### config.mk
export PLATFORM = sky130hd
export DESIGN_NAME = branch_resolve_unit
export DESIGN_NICKNAME = d
export VERILOG_FILES = /design/src/rtl/branch_pkg.sv /design/src/rtl/bht_2bit.sv /design/src/rtl/branch_resolve_unit.sv
export SDC_FILE = /design/constraint.sdc
export NUM_CORES = 1
export LEC_CHECK = 0
export CORE_UTILIZATION = 45
export CTS_CLUSTER_DIAMETER = 80
export DETAILED_ROUTE_END_ITERATION = 10
export PLACE_DENSITY_LB_ADDON = 0.15
export SLEW_MARGIN = 10
export SYNTH_ARGS = -nofsm -noshare
export SYNTH_HDL_FRONTEND = slang
export SYNTH_HIERARCHICAL = 1
export SYNTH_SLANG_ARGS = --single-unit
export TNS_END_PERCENT = 1
### constraint.sdc
create_clock -name clk -period 5.57 [get_ports clk]
set_input_delay 1.671 -clock clk [delete_from_list [all_inputs] [get_ports clk]]
set_output_delay 1.671 -clock clk [all_outputs]
set_load 0.02 [all_outputs]
### src/rtl/branch_pkg.sv
// Shared encodings for the EX-stage branch resolver: op codes, 2-bit counter
// states and the counter update rule used by the history table.
package branch_pkg;

  localparam logic [2:0] NB  = 3'b000;
  localparam logic [2:0] BR  = 3'b001;
  localparam logic [2:0] BMI = 3'b010;
  localparam logic [2:0] BPL = 3'b011;
  localparam logic [2:0] BZ  = 3'b100;

  localparam logic [1:0] SNT = 2'b00;
  localparam logic [1:0] WNT = 2'b01;
  localparam logic [1:0] WT  = 2'b10;
  localparam logic [1:0] ST  = 2'b11;

  typedef enum logic [1:0] {
    UPD_INC = 2'd0,
    UPD_DEC = 2'd1,
    UPD_SET = 2'd2
  } bht_upd_e;

  // Saturating counter step; an unconditional branch pins the entry to strongly taken.
  function automatic logic [1:0] ctr_next(input logic [1:0] ctr, input bht_upd_e upd);
    case (upd)
      UPD_INC: return (ctr == ST)  ? ST  : ctr + 2'd1;
      UPD_DEC: return (ctr == SNT) ? SNT : ctr - 2'd1;
      UPD_SET: return ST;
      default: return ctr;
    endcase
  endfunction

endpackage

### src/rtl/bht_2bit.sv
// Table of 2-bit saturating counters: one combinational read port for fetch,
// one synchronous update port for EX.
module bht_2bit
  import branch_pkg::*;
#(
  parameter int         ENTRIES  = 16,
  parameter logic [1:0] CTR_INIT = WNT,
  parameter int         IDXW     = $clog2(ENTRIES)
) (
  input  logic            clk,
  input  logic            rst,
  input  logic [IDXW-1:0] i_rd_idx,
  output logic            o_rd_taken,
  input  logic            i_wr_en,
  input  logic [IDXW-1:0] i_wr_idx,
  input  bht_upd_e        i_wr_upd
);

  logic [1:0] r_ctr [ENTRIES];

  // Read sees the stored value, so a same-cycle write to this entry is not bypassed.
  assign o_rd_taken = r_ctr[i_rd_idx][1];

  always_ff @(posedge clk) begin
    if (rst) begin
      for (int i = 0; i < ENTRIES; i++) begin
        r_ctr[i] <= CTR_INIT;
      end
    end else if (i_wr_en) begin
      r_ctr[i_wr_idx] <= ctr_next(r_ctr[i_wr_idx], i_wr_upd);
    end
  end

endmodule

### src/rtl/branch_resolve_unit.sv
// EX-stage branch resolver: signed condition evaluation, target adder,
// registered redirect/flush, predictor training and branch statistics.
module branch_resolve_unit
  import branch_pkg::*;
#(
  parameter int         XLEN        = 32,
  parameter int         BHT_ENTRIES = 16,
  parameter logic [1:0] CTR_INIT    = WNT
) (
  input  logic            clk,
  input  logic            rst,
  input  logic [XLEN-1:0] f_pc,
  output logic            f_pred_taken,
  input  logic            ex_valid,
  input  logic [XLEN-1:0] ex_pc,
  input  logic [XLEN-1:0] ex_pc_plus_4,
  input  logic [XLEN-1:0] ex_a,
  input  logic [XLEN-1:0] ex_b,
  input  logic [2:0]      ex_branch,
  input  logic            ex_pred_taken,
  output logic            redirect_valid,
  output logic [XLEN-1:0] redirect_pc,
  output logic            flush,
  output logic            illegal_op,
  output logic [31:0]     br_count,
  output logic [31:0]     mispredict_count
);

  localparam int IDXW = $clog2(BHT_ENTRIES);

  logic            r_flush;
  logic            r_illegal;
  logic [XLEN-1:0] r_redirectPc;
  logic [31:0]     r_brCount;
  logic [31:0]     r_mispCount;

  logic            w_accept;
  logic            w_lt;
  logic            w_eq;
  logic            w_gt;
  logic            w_isLegal;
  logic            w_isBranch;
  logic            w_taken;
  logic            w_mispredict;
  logic [XLEN-1:0] w_target;
  bht_upd_e        w_upd;
  logic            w_unusedPcBits;

  // An op in EX while a flush is out is on the wrong path and must be ignored.
  assign w_accept   = ex_valid && !r_flush;
  assign w_lt       = ex_a[XLEN-1];
  assign w_eq       = (ex_a == '0);
  assign w_gt       = !w_lt && !w_eq;
  assign w_isLegal  = (ex_branch <= BZ);
  assign w_isBranch = w_isLegal && (ex_branch != NB);
  assign w_target   = ex_pc_plus_4 + ex_b;

  always_comb begin
    w_taken = 1'b0;
    case (ex_branch)
      BR:      w_taken = 1'b1;
      BMI:     w_taken = w_lt;
      BPL:     w_taken = w_gt;
      BZ:      w_taken = w_eq;
      default: w_taken = 1'b0;
    endcase
  end

  always_comb begin
    w_upd = UPD_DEC;
    if (ex_branch == BR) begin
      w_upd = UPD_SET;
    end else if (w_taken) begin
      w_upd = UPD_INC;
    end
  end

  // NB and illegal ops are never taken, so a taken prediction on them also redirects.
  assign w_mispredict = w_accept && (w_taken != ex_pred_taken);

  bht_2bit #(
    .ENTRIES  (BHT_ENTRIES),
    .CTR_INIT (CTR_INIT),
    .IDXW     (IDXW)
  ) u_bht (
    .clk        (clk),
    .rst        (rst),
    .i_rd_idx   (f_pc[IDXW+1:2]),
    .o_rd_taken (f_pred_taken),
    .i_wr_en    (w_accept && w_isBranch),
    .i_wr_idx   (ex_pc[IDXW+1:2]),
    .i_wr_upd   (w_upd)
  );

  always_ff @(posedge clk) begin
    if (rst) begin
      r_flush      <= 1'b0;
      r_illegal    <= 1'b0;
      r_redirectPc <= '0;
      r_brCount    <= '0;
      r_mispCount  <= '0;
    end else begin
      r_flush   <= w_mispredict;
      r_illegal <= w_accept && !w_isLegal;
      if (w_mispredict) begin
        r_redirectPc <= w_taken ? w_target : ex_pc_plus_4;
        r_mispCount  <= r_mispCount + 32'd1;
      end
      if (w_accept && w_isBranch) begin
        r_brCount <= r_brCount + 32'd1;
      end
    end
  end

  assign redirect_valid   = r_flush;
  assign flush            = r_flush;
  assign redirect_pc      = r_redirectPc;
  assign illegal_op       = r_illegal;
  assign br_count         = r_brCount;
  assign mispredict_count = r_mispCount;

  assign w_unusedPcBits = ^{f_pc[XLEN-1:IDXW+2], f_pc[1:0], ex_pc[XLEN-1:IDXW+2], ex_pc[1:0]};

endmodule

==> flow_metrics.py, run 1 <==
metrics = {
    "outcome": {
        "status": "finished clean",
    },
    "grt": {
        "grt_max_degree": 66,
        "antenna_found_initial": 0,
        "grt_use_total": 0.253,
        "grt_overflow_total": 0,
        "grt_pass1_wl_mm": 36.7,
        "grt_pass1_vias": 7447,
    },
    "detailed_routing": {
        "wirelength_mm": 22.9,
        "postRouteAntennaNets": 0,
        "via_per_inst": 5.68,
        "vias": 7664,
        "avgRoutedWirePerCell_um": 17.0,
        "drc": 0,
        "dr.pass1.iters": 5,
        "drtIter0Drc": 489,
    },
    "sta": {
        "finalCritPeriodShare": 0.941,
        "hold_viol": 0,
        "worstMarginPinSlew_ns": 0.980,
        "slew_headroom": 0.342,
        "worst_slack_ns": 0.330,
        "rsz0062_at_grt": "no",
        "max_freq_mhz": 191,
        "setup_tns_ns": 0,
        "setup_viol": 0,
        "slew_viol_final": 0,
        "fin_worst_skew_ns": 0.0110,
        "fin_crit_ns": 5.24,
    },
    "synthesis": {
        "synth_seq_cells": 130,
        "ys_seq_area_frac": 0.364,
        "synth_edf_count": 32,
        "syn_inst": 919,
        "syn-num-nets": 1122,
        "synth.cell_area_um2": 8040,
        "syn_area_per_cell_um2": 8.75,
        "synth.distinct_cells": 72,
        "ys.warnings.count": 6,
        "synthArstFlopShare": 0,
        "synthFlopType": "dfxtp_1",
    },
    "worst_setup_path": {
        "cp_cell_sequence": "clkdlybuf4s50_1, mux4_2, mux4_2, clkdlybuf4s50_1",
        "end_kind": "primary output",
        "cp_num_buf_inv": 2,
        "rrSetupSlack_ns": 2.99,
        "critical_path_required_ns": 3.90,
        "crit_fanout": 4,
        "crit_type": "input pin to primary output",
        "cp_slowest_cell": "clkdlybuf4s50_1",
        "path_delay_family": "buffers and inverters",
        "cp.arrival_ns": 3.57,
        "slowest_delay_ns": 0.56,
        "cp-start-kind": "input pin",
    },
    "clock_network": {
        "clk_pin_slew_ns": 0.06,
        "postCtsSetupBuffers": 0,
        "clkLatencyLatePin_ns": 0.41,
        "h-tree-depth": 4,
        "clk_path_buf_depth": 2,
        "cts_tree": "yes",
        "cts-root-buf": "clkbuf_16",
        "cts.sinks": 130,
        "numCtsBuffers": 17,
    },
    "cells_and_area": {
        "fin_util": 0.624,
        "instances_no_fill": 1349,
        "final_cell_mix": "clkdlybuf4s50_1 (208), nand2_1 (111), dfxtp_1 (98), nor2_1 (92), a21oi_1 (65)",
        "drive_above_1_share": 0.0756,
        "area_growth_pct": 34.8,
        "final_nets": 1314,
        "diodes": 0,
        "fillCellCount": 1551,
        "final_common_cell": "clkdlybuf4s50_1",
    },
    "pwr": {
        "leakage_nw": 3.98,
        "peakVddDrop_uv": 222,
        "power_density_nw_per_um2": 240,
    },
    "floorplan": {
        "io_pins": 267,
        "fp.dieW_um": 136,
        "die_area_um2": 18400,
        "fp.dieH_um": 136,
        "core_um2": 17400,
        "row_count": 48,
        "initial_core_util": 0.463,
    },
    "placement": {
        "place_congestion": 0.860,
        "port_buffers": 210,
        "dp.cells": 1317,
        "hpwl_mm": 16.7,
        "dp_slack_ns": 0.0485,
    },
    "run": {
        "drv_cap": 0,
    },
    "min_path": {
        "min_path_type": "register to register",
    },
}
power breakdown:
group / internal (mW) / switching (mW) / leakage, nW
Clock: 0.617 / 0.443 / 0.275
Sequential: 0.993 / 0.0179 / 1.08
Combinational: 0.246 / 0.283 / 2.63
repair_timing:
action                     CTS  global route
hold buffers                 0             0
setup endpoints to repair    0             1
resized for setup            0             1
synthesized netlist by cell type, types with 6 or more instances:
library cell / count / area [µm²]
ha_1: 35 / 438
clkbuf_1: 29 / 109
buf_2: 8 / 40.0
nand2b_1: 20 / 125
mux4_2: 11 / 248
o21ai_0: 35 / 175
nand4_1: 40 / 250
a31oi_1: 8 / 50.1
a211oi_1: 6 / 45.0
a21oi_1: 65 / 325
nor4_1: 11 / 68.8
and4_1: 8 / 70.1
and2_1: 8 / 50.1
a21o_1: 15 / 113
and3_1: 20 / 125
nor2_1: 93 / 349
nand3_1: 25 / 125
nand2_1: 112 / 420
xor2_1: 48 / 420
or3_1: 12 / 75.1
dfxtp_1: 98 / 1960
a311oi_1: 19 / 166
mux2_2: 6 / 67.6
o211ai_1: 7 / 52.6
xnor2_1: 35 / 307
inv_1: 23 / 86.3
edfxtp_1: 32 / 961
routing by layer:
layer  up-vias  global-route usage  share of wire
met5         -                   0              0
met4         0              0.0712          0.014
met3        24              0.0554          0.070
met2       270               0.436           0.49
met1      3631               0.314           0.43
li1       3739                   -              -
metrics by stage:
step	total power [mW]	instance area, µm²	hold slack [ns]
3_5_place_dp	1.55	10300	0.447
4_1_cts	2.62	10800	0.456
6_report	2.60	10800	0.453
5_1_grt	2.71	10800	0.476
3_3_place_gp	1.55	10300	0.442
2_1_floorplan	1.34	8040	0.529
cells by family (layout without fill, tap and decap cells):
family,count (synthesis),after routing,synth area share
AND/OR/NAND/NOR,381,381,0.242
AO/OA/AOI/OAI,196,196,0.160
flip-flops,130,130,0.364
XOR/XNOR,83,83,0.0904
buffers and inverters,70,275,0.0397
adder cells (fa/ha/maj),36,36,0.0570
multiplexers,23,23,0.0479
final timing paths:
path                        from  cells past startpoint              endpoint
max                      f_pc[3]                      4          f_pred_taken
min               redirect_pc[2]                      2        redirect_pc[2]
max reg2reg  mispredict_count[2]                      8  mispredict_count[29]
min reg2reg       redirect_pc[2]                      2        redirect_pc[2]
layout make-up:
type                    count  area, µm²  area share
multi-input cells         719       4800       0.443
flip-flops and latches    130       2920       0.270
repair buffers            220       2190       0.202
clock buffers              17        425      0.0392
well taps                 225        282      0.0260
clock inverters            15        130      0.0120
inverters                  23       86.3     0.00796
registers in the layout, summed over array words and instances, names as in the netlist:
name and flops:
mispredict_count 32, illegal_op 1, u_bht/r_ctr 32, br_count 32
flush 1, redirect_pc 32
worst min-delay path: cells and delay by family, from the launching register on:
family | cells | cell delay, ns
AO/OA/AOI/OAI | 1 | 0.05
AND/OR/NAND/NOR | 1 | 0.05
flip-flops | 1 | 0.31
(Power assumes the default switching activity.)
==> inputs of run 2 (changes only) <==
--- a/config.mk
+++ b/config.mk
@@ -7,6 +7,7 @@
 export LEC_CHECK = 0
 export CORE_UTILIZATION = 45
 export CTS_CLUSTER_DIAMETER = 80
+export CTS_CLUSTER_SIZE = 40
 export DETAILED_ROUTE_END_ITERATION = 10
 export PLACE_DENSITY_LB_ADDON = 0.15
 export SLEW_MARGIN = 10
==> results of run 2 <==
No change in the layout: final DEF, timing and power equal those of run 1.
